`config.mk`:
```
export PLATFORM = sky130hd
export DESIGN_NAME = regfile_sb_flat
export DESIGN_NICKNAME = d
export VERILOG_FILES = /design/src/rtl/regfile_sb_if.sv /design/src/rtl/regfile_sb.sv /design/src/flat_wrapper.sv
export SDC_FILE = /design/constraint.sdc
export NUM_CORES = 2
export LEC_CHECK = 0
export CORE_ASPECT_RATIO = 0.5
export CORE_MARGIN = 4
export CORE_UTILIZATION = 47
export DETAILED_ROUTE_END_ITERATION = 16
export GPL_ROUTABILITY_DRIVEN = 0
export GPL_TIMING_DRIVEN = 1
export PLACE_DENSITY = 0.77
export SYNTH_ARGS = -nofsm -noshare
export SYNTH_HDL_FRONTEND = slang
export SYNTH_SLANG_ARGS = --single-unit
```
`constraint.sdc`:
```
create_clock -name clk -period 3.6 [get_ports clk]
set_input_delay 0.72 -clock clk [delete_from_list [all_inputs] [get_ports clk]]
set_output_delay 0.72 -clock clk [all_outputs]
set_load 0.02 [all_outputs]
```
`src/rtl/regfile_sb_if.sv`:
```
// Register-file access bundle: two read ports, one byte-enabled write
// port and the issue/scoreboard signals shared with pipeline control.
interface regfile_sb_if #(
  parameter int DATA_WIDTH = 32,
  parameter int ADDR_WIDTH = 5
);
  logic [ADDR_WIDTH-1:0]   reg1addr;
  logic [ADDR_WIDTH-1:0]   reg2addr;
  logic [DATA_WIDTH-1:0]   reg1content;
  logic [DATA_WIDTH-1:0]   reg2content;
  logic                    reg1busy;
  logic                    reg2busy;
  logic                    regWrite;
  logic [ADDR_WIDTH-1:0]   regWaddr;
  logic [DATA_WIDTH-1:0]   data;
  logic [DATA_WIDTH/8-1:0] byteEn;
  logic                    issue;
  logic [ADDR_WIDTH-1:0]   issueAddr;
  logic [ADDR_WIDTH:0]     busyCount;

  modport master (
    output reg1addr, reg2addr,
    output regWrite, regWaddr, data, byteEn,
    output issue, issueAddr,
    input  reg1content, reg2content,
    input  reg1busy, reg2busy, busyCount
  );

  modport slave (
    input  reg1addr, reg2addr,
    input  regWrite, regWaddr, data, byteEn,
    input  issue, issueAddr,
    output reg1content, reg2content,
    output reg1busy, reg2busy, busyCount
  );
endinterface

```
`src/rtl/regfile_sb.sv`:
```
// Register file with two bypassed read ports, a byte-enabled write port
// and a per-register pending-write scoreboard for RAW hazard detection.
module regfile_sb #(
  parameter int DATA_WIDTH = 32,
  parameter int ADDR_WIDTH = 5,
  parameter bit ZERO_REG   = 1'b1
) (
  input  logic         clk,
  input  logic         rst,
  regfile_sb_if.slave  bus
);
  localparam int DEPTH = 2 ** ADDR_WIDTH;
  localparam int NB    = DATA_WIDTH / 8;

  logic [DATA_WIDTH-1:0] regs [DEPTH];
  logic [DEPTH-1:0]      busy;
  logic [ADDR_WIDTH:0]   count;
  logic [DATA_WIDTH-1:0] wmask;
  logic                  wr_ok;
  logic                  iss_ok;
  logic                  hit1;
  logic                  hit2;
  logic                  inc;
  logic                  dec;

  function automatic logic [DATA_WIDTH-1:0] merge(
    input logic [DATA_WIDTH-1:0] old,
    input logic [DATA_WIDTH-1:0] nw,
    input logic [DATA_WIDTH-1:0] m
  );
    return (old & ~m) | (nw & m);
  endfunction

  always_comb begin
    wmask = '0;
    for (int i = 0; i < NB; i++)
      wmask[8*i +: 8] = {8{bus.byteEn[i]}};
  end

  assign wr_ok  = bus.regWrite &&
                  (!ZERO_REG || bus.regWaddr != '0);
  assign iss_ok = bus.issue &&
                  (!ZERO_REG || bus.issueAddr != '0);

  assign hit1 = wr_ok && bus.regWaddr == bus.reg1addr;
  assign hit2 = wr_ok && bus.regWaddr == bus.reg2addr;

  always_comb begin
    bus.reg1content = regs[bus.reg1addr];
    if (hit1)
      bus.reg1content = merge(regs[bus.reg1addr],
                              bus.data, wmask);
    if (ZERO_REG && bus.reg1addr == '0)
      bus.reg1content = '0;
  end

  always_comb begin
    bus.reg2content = regs[bus.reg2addr];
    if (hit2)
      bus.reg2content = merge(regs[bus.reg2addr],
                              bus.data, wmask);
    if (ZERO_REG && bus.reg2addr == '0)
      bus.reg2content = '0;
  end

  // A completing write is bypassed, so it no longer counts as a hazard
  assign bus.reg1busy = busy[bus.reg1addr] && !hit1;
  assign bus.reg2busy = busy[bus.reg2addr] && !hit2;

  assign inc = iss_ok && !busy[bus.issueAddr];
  assign dec = wr_ok && busy[bus.regWaddr] &&
               !(iss_ok && bus.issueAddr == bus.regWaddr);

  always_ff @(posedge clk) begin
    if (rst) begin
      for (int i = 0; i < DEPTH; i++)
        regs[i] <= '0;
      busy  <= '0;
      count <= '0;
    end else begin
      if (wr_ok) begin
        for (int i = 0; i < NB; i++)
          if (bus.byteEn[i])
            regs[bus.regWaddr][8*i +: 8] <= bus.data[8*i +: 8];
        busy[bus.regWaddr] <= 1'b0;
      end
      // Issued later so a same-address new producer wins
      if (iss_ok)
        busy[bus.issueAddr] <= 1'b1;
      unique case ({inc, dec})
        2'b10:   count <= count + (ADDR_WIDTH+1)'(1);
        2'b01:   count <= count - (ADDR_WIDTH+1)'(1);
        default: count <= count;
      endcase
    end
  end

  assign bus.busyCount = count;
endmodule

```
`src/flat_wrapper.sv`:
```
// flat-port wrapper written by rule: the top's interface ports become plain ports
module regfile_sb_flat 
#(
  parameter int DATA_WIDTH = 32,
  parameter int ADDR_WIDTH = 5,
  parameter bit ZERO_REG   = 1'b1
)
  (clk, rst, bus_reg1addr, bus_reg2addr, bus_regWrite, bus_regWaddr, bus_data, bus_byteEn, bus_issue, bus_issueAddr, bus_reg1content, bus_reg2content, bus_reg1busy, bus_reg2busy, bus_busyCount);
  regfile_sb_if #(.DATA_WIDTH(DATA_WIDTH), .ADDR_WIDTH(ADDR_WIDTH)) bus_i ();
  input  logic clk;
  input  logic rst;
  input wire logic [$bits(bus_i.reg1addr)-1:0] bus_reg1addr;
  input wire logic [$bits(bus_i.reg2addr)-1:0] bus_reg2addr;
  input wire logic [$bits(bus_i.regWrite)-1:0] bus_regWrite;
  input wire logic [$bits(bus_i.regWaddr)-1:0] bus_regWaddr;
  input wire logic [$bits(bus_i.data)-1:0] bus_data;
  input wire logic [$bits(bus_i.byteEn)-1:0] bus_byteEn;
  input wire logic [$bits(bus_i.issue)-1:0] bus_issue;
  input wire logic [$bits(bus_i.issueAddr)-1:0] bus_issueAddr;
  output wire logic [$bits(bus_i.reg1content)-1:0] bus_reg1content;
  output wire logic [$bits(bus_i.reg2content)-1:0] bus_reg2content;
  output wire logic [$bits(bus_i.reg1busy)-1:0] bus_reg1busy;
  output wire logic [$bits(bus_i.reg2busy)-1:0] bus_reg2busy;
  output wire logic [$bits(bus_i.busyCount)-1:0] bus_busyCount;
  assign bus_i.reg1addr = bus_reg1addr;
  assign bus_i.reg2addr = bus_reg2addr;
  assign bus_i.regWrite = bus_regWrite;
  assign bus_i.regWaddr = bus_regWaddr;
  assign bus_i.data = bus_data;
  assign bus_i.byteEn = bus_byteEn;
  assign bus_i.issue = bus_issue;
  assign bus_i.issueAddr = bus_issueAddr;
  assign bus_reg1content = bus_i.reg1content;
  assign bus_reg2content = bus_i.reg2content;
  assign bus_reg1busy = bus_i.reg1busy;
  assign bus_reg2busy = bus_i.reg2busy;
  assign bus_busyCount = bus_i.busyCount;
  regfile_sb #(.DATA_WIDTH(DATA_WIDTH), .ADDR_WIDTH(ADDR_WIDTH), .ZERO_REG(ZERO_REG)) u_core (.clk(clk), .rst(rst), .bus(bus_i));
endmodule
```
# Yosys cells after proc, flatten, opt, wreduce, memory -nomap -nowiden
# Memory sizes are Yosys's and may differ from the RTL's.
# Index checks and enable logic that the tools add are counted.
# word_totals
inputBits	60
memories	1
out_inout_bits	72
mem_bits_rw	1024
ff_bits	38
# mem_list
memory	depth	width	rd	rd_clocked_by_memory_dff	write_ports	line_no	rtl
u_core.regs	32	32	2	0	32	regfile_sb.sv:15	logic [DATA_WIDTH-1:0] regs [DEPTH];
# classes
n_reduce_logical	22
bitwise_logic	9
n_lt_le_gt_ge	6
n_eq_ne	5
add_sub_neg	2
muxes	41
# ops
operator	count
$mux 32	8
$and 32x32->32	4
$or 32x32->32	3
$not 32->32	2
$reduce_or 32->1	1
$lt 5x6->1 const B	4
$mux 1	24
$bmux 1 s5	4
$eq 5x5->1	3
$logic_and 1x1->1	12
$pmux 6 s2	1
$demux 1 s5	2
$ge 5x1->1 const B	2
$logic_not 5->1	2
$reduce_bool 5->1	2
$add 6x1->6 const B	1
$sub 6x1->6 const B	1
$mux 5	1
$logic_not 1->1	4
$mux 4	1
$eq 2x1->1 const B	1
$eq 2x2->1 const B	1
$reduce_bool 2->1	1

# Logic depth before layout (Yosys ltp)
# logic_depth
ltp_word	10
mapped_depth	15
depth_no_buf	13

# Worst setup path before layout
# Ideal clock, no wire load.
# synth_timing
path_type	input-to-reg
from	in bus_issueAddr[0]
to	reg u_core.count[5], in the netlist u_core.bus.busyCount[5]
t_arrival_ps	3713
slack_ps	-238
stages	13
required_ps	3474
path_buffers	1
setup_ps	126
cell_sequence	clkbuf_1 mux4_2 mux4_2 mux2i_1 nand2_1 ha_1 ha_1 a21o_1 a21oi_1 o2111ai_1 o211ai_1 xnor2_1 nor2_1
# synth_via
elab_chain_len	7
# synth_lines
element	line_no	rtl
start, declared	flat_wrapper.sv:19	input wire logic [$bits(bus_i.issueAddr)-1:0] bus_issueAddr;
parallel branches: the longest is 7 deep, another holds $pmux 6 s2	--	
end signal, assigned	regfile_sb.sv:91	2'b10: count <= count + (ADDR_WIDTH+1)'(1);
end signal, assigned	regfile_sb.sv:92	2'b01: count <= count - (ADDR_WIDTH+1)'(1);
end signal, assigned	regfile_sb.sv:93	default: count <= count;
end, declared	regfile_sb.sv:17	logic [ADDR_WIDTH:0] count;
# Several ways; the timed one is not identified. The select of a mux whose other input is x is not followed.
# A chain may end at the register's enable or synchronous reset.

==> flow_summary_export.csv <==
group,metric,value,unit
floorplanning,ios,132,
setup_path,cp_slowest_cell,"mux4_2",
sta,period_minus_slack,3.71,ns
logic_synthesis,ys_seq_area_frac,0.530,
outcome,violations,"negative setup slack",
setup_path,critPathKind,"register to output port",
global_route,track_usage,0.309,
sta,rsz0062_at_grt,"true",
logic_synthesis,synth-seq-cells,1062,
logic_synthesis,synth_compound_area_frac,0.0787,
power,clockPowerShare,0.356,
logic_synthesis,ys.flop_type,"edfxtp_1",
min_path,hold_path_class,"input port to register",
layout,fin_util,0.583,
logic_synthesis,synth_edf_count,1024,
outcome,status,"complete, but fails checks",
floorplanning,start_util,0.478,
logic_synthesis,ys_top_cells_by_area,"edfxtp_1 (52%), mux4_2 (13%), and2_1 (10%), mux2i_1 (7.2%), a221oi_1 (2.7%)",
power,switching_share,0.271,
sta,finalHoldViolCount,0,
clock_tree,cts-root-buf,"clkbuf_16",
floorplanning,die_w,511,µm
layout,drive_above_1_share,0.312,
sta,setup_ws,-0.112,ns
setup_path,end_kind,"output port",
setup_path,startpoint_type,"register",
setup_path,crit_top_cell,"mux4_2",
logic_synthesis,synthAdderAreaFrac,0.00139,
setup_path,cp_max_fo,2,
floorplanning,die_area,133000,µm²
detailed_routing,viasPerCell,6.78,
flow_run,drv_cap,0,
logic_synthesis,synth.avg_cell_area,13.3,µm²
logic_synthesis,synth_warnings,0,
logic_synthesis,async_flop_share,0,
global_route,grt_pass1_wl,303000,µm
sta,setup-tns-final,-0.280,ns
global_route,grt_start_max_net_pins,61,
detailed_routing,firstDrtPassIters,9,
clock_tree,cts.path.max_buffers,3,
detailed_routing,first_iter_violations,7792,
min_path,whs_path_depth,1,
sta,worst_pin_slew,1.07,ns
global_route,overflow,0,
clock_tree,insertion_delay,0.72,ns
power,p_seq_frac,0.477,
power,intPower,22.3,mW
place,hpwl,149000,µm
logic_synthesis,synthCells,4473,
setup_path,critPathRequiredTime,2.88,ns
floorplanning,rows,91,
place,post-place-cells,6626,
power,leakage,27.2,nW
place,port_buffers,131,
logic_synthesis,synth_largest_area_cell,"edfxtp_1",
detailed_routing,vias,46700,
sta,max-slew-margin-rel,0.281,
floorplanning,coreArea,124000,µm²
clock_tree,path_clk_slew,0.07,ns
detailed_routing,wire_per_inst,30.9,µm
min_path,min_to,"u_core.regs[0][5]$_SDFFCE_PN0P_",
setup_path,reg2reg_slack,0.37,ns
clock_tree,hold_buffers,0,
clock_tree,clock_sinks,1062,
logic_synthesis,netlist_area,59400,µm²
logic_synthesis,yosysTopAreaCellShare,0.518,
sta,slew_violations,0,
sta,max_freq,0.269,GHz
layout,stdcell_count,6888,
setup_path,cp_data_arrival_time,2.99,ns
sta,clock_skew,0.00756,ns
detailed_routing,drc,0,
power,power.total,30.6,mW
sta,finalSetupViolCount,6,
logic_synthesis,synthXorXnorAreaFrac,0.00295,
detailed_routing,wirelength,213000,µm
floorplanning,fp.dieH,259,µm
power,combPwrFrac,0.167,
setup_path,r2r_start,"u_core.busy[31]$_SDFF_PP0_",
detailed_routing,postRouteAntennaNets,0,
setup_path,crit_path_max_incr_delay,0.56,ns
logic_synthesis,synth.distinct_cells,60,
layout,fin_area,72500,µm²
clock_tree,cts_tree,"yes",
setup_path,timing.rr.end,"u_core.bus.busyCount[4]$_SDFFE_PP0P_",
logic_synthesis,synth-simple-area-share,0.149,
logic_synthesis,muxShareOfSynthArea,0.205,
power,peakVddDrop,0.378,mV
setup_path,reg2reg_depth,14,
place,place_area,67400,µm²
clock_tree,h-tree-depth,3,
power,powerDensity,422,nW/µm²
sta,finalCritPeriodShare,1.03,
power,p_sw,8.28,mW
layout,fillCellCount,9242,
global_route,antenna_found_initial,11,
layout,areaGrowthSynthToFinish,22.0,%
layout,final_nets,5189,
clock_tree,numCtsBuffers,100,
logic_synthesis,synth_top_family_by_area,"multiplexers",
setup_path,crit_chain,"mux4_2, mux4_2, mux2_4, a31oi_1, buf_4, nor2_4, buf_6",
global_route,grt_pass1_vias,45300,
min_path,hp-start,"rst",
-- cells by family after synthesis --
group                      count (synthesis)
adders and majority gates                  6
other                                      1
and+or+nand+nor                         1554
xor gates and xnor gates                  20
DFF                                     1062
buffers and inverters                    396
muxes                                    782
AOI/OAI and AO/OA                        652
-- state kept, by name, indices dropped and copies added, names as in the netlist --
| signal | count |
|---|---|
| u_core.regs | 1024 |
| u_core.busy | 32 |
| u_core.bus.busyCount | 6 |
-- stage by stage --
stage	hold WS [ns]	worst slack (ns)
after floorplan	0.475	0.0297
after global placement	0.522	-0.728
after detailed placement	0.532	-0.829
after CTS	0.454	-0.115
after global routing	0.454	-0.137
final	0.472	-0.112
-- timing repair --
item / in CTS / in global routing
buffers inserted: 23 / 38
endpoints found under the setup margin: 66 / 61
pin swaps: 26 / 36
gates resized for setup: 376 / 157
gates cloned: 9 / 5
-- cells in the mapped netlist, types with 5 or more instances --
| master | number |
|---|---|
| a211oi_1 | 5 |
| a21o_1 | 11 |
| a21oi_1 | 95 |
| a221o_1 | 24 |
| a221oi_1 | 183 |
| a22o_1 | 12 |
| a22oi_1 | 115 |
| a31oi_1 | 7 |
| a32oi_1 | 23 |
| and2_1 | 996 |
| buf_1 | 31 |
| buf_2 | 39 |
| buf_4 | 37 |
| buf_6 | 31 |
| clkbuf_1 | 248 |
| dfxtp_1 | 38 |
| edfxtp_1 | 1024 |
| ha_1 | 5 |
| inv_1 | 6 |
| mux2i_1 | 430 |
| mux4_2 | 349 |
| nand2_1 | 101 |
| nand2b_1 | 12 |
| nand3_1 | 14 |
| nor2_1 | 233 |
| nor2b_1 | 12 |
| nor3_1 | 35 |
| o21a_1 | 5 |
| o21ai_0 | 133 |
| o221ai_1 | 5 |
| o22ai_1 | 7 |
| o311ai_0 | 5 |
| o31a_1 | 6 |
| or2_2 | 126 |
| xnor2_1 | 16 |
-- critical path, delay by kind of cell, from the launching register on --
| kind | cells | cell delay [ns] |
|---|---|---|
| AOI/OAI and AO/OA | 1 | 0.14 |
| buffers and inverters | 2 | 0.27 |
| DFF | 1 | 0.43 |
| muxes | 3 | 1.38 |
| and+or+nand+nor | 1 | 0.03 |
-- layer usage --
metal  vias up  routed length, µm  GRT usage
li1      18500                  -          -
met1     23000              72000      0.386
met2      4296              93900      0.473
met3       932              34100      0.118
met4         6              13000      0.154
met5         -                 72          0
-- worst max-delay path by stage --
stage	from	to	slack, ns	cells after the start
4_1_cts	u_core.regs[23][21]$_SDFFCE_PN0P_	bus_reg2content[21]	-0.12	7
2_1_floorplan	bus_regWaddr[0]	u_core.bus.busyCount[5]$_SDFFE_PP0P_	0.03	14
3_5_place_dp	bus_regWaddr[0]	bus_reg2content[8]	-0.83	11
3_3_place_gp	bus_regWaddr[0]	bus_reg2content[8]	-0.73	11
6_report	u_core.regs[20][21]$_SDFFCE_PN0P_	bus_reg2content[21]	-0.11	7
5_1_grt	u_core.regs[23][21]$_SDFFCE_PN0P_	bus_reg2content[21]	-0.14	7
-- area by class of cell --
class	instances	area (µm²)	share of cell area
Multi-Input combinational cell	3046	27000	0.373
Timing Repair Buffer	905	8570	0.118
Sequential cell	1062	31500	0.435
Antenna cell	11	27.5	0.000380
Tap cell	1674	2090	0.0289
Clock buffer	125	2680	0.0370
Clock inverter	57	547	0.00755
Inverter	8	31.3	0.000432
-- layout by cell type (no fill, tap or decap), drive strengths merged, types with 6 or more instances in the layout --
cell and n:
a22o 12, edfxtp 1024, a32oi 23, conb 32, a22oi 115, nor2 233, mux2i 430, nand2b 12
nand3 14, o31a 6, bufbuf 6, a21oi 95, a221o 24, or2 126, o21ai 133, and2 998
a221oi 183, clkinvlp 8, nand2 101, buf 820, diode 11, xnor2 16, dfxtp 38, a21o 11
a31oi 7, clkbuf 145, nor2b 12, nor3 37, o22ai 7, clkinv 37, inv 12, clkdlybuf4s50 49
bufinv 8, mux4 349
-- power by group through the flow --
stage               logic, mW  clock network, mW  registers (mW)
floorplan                2.54                  0            14.6
global placement         4.57                  0            14.7
CTS                      4.78               10.8            14.5
finish                   5.11               10.9            14.6
global route             5.22               11.3            14.6
detailed placement       4.64                  0            14.8
Power figures use the tool's default switching activity.
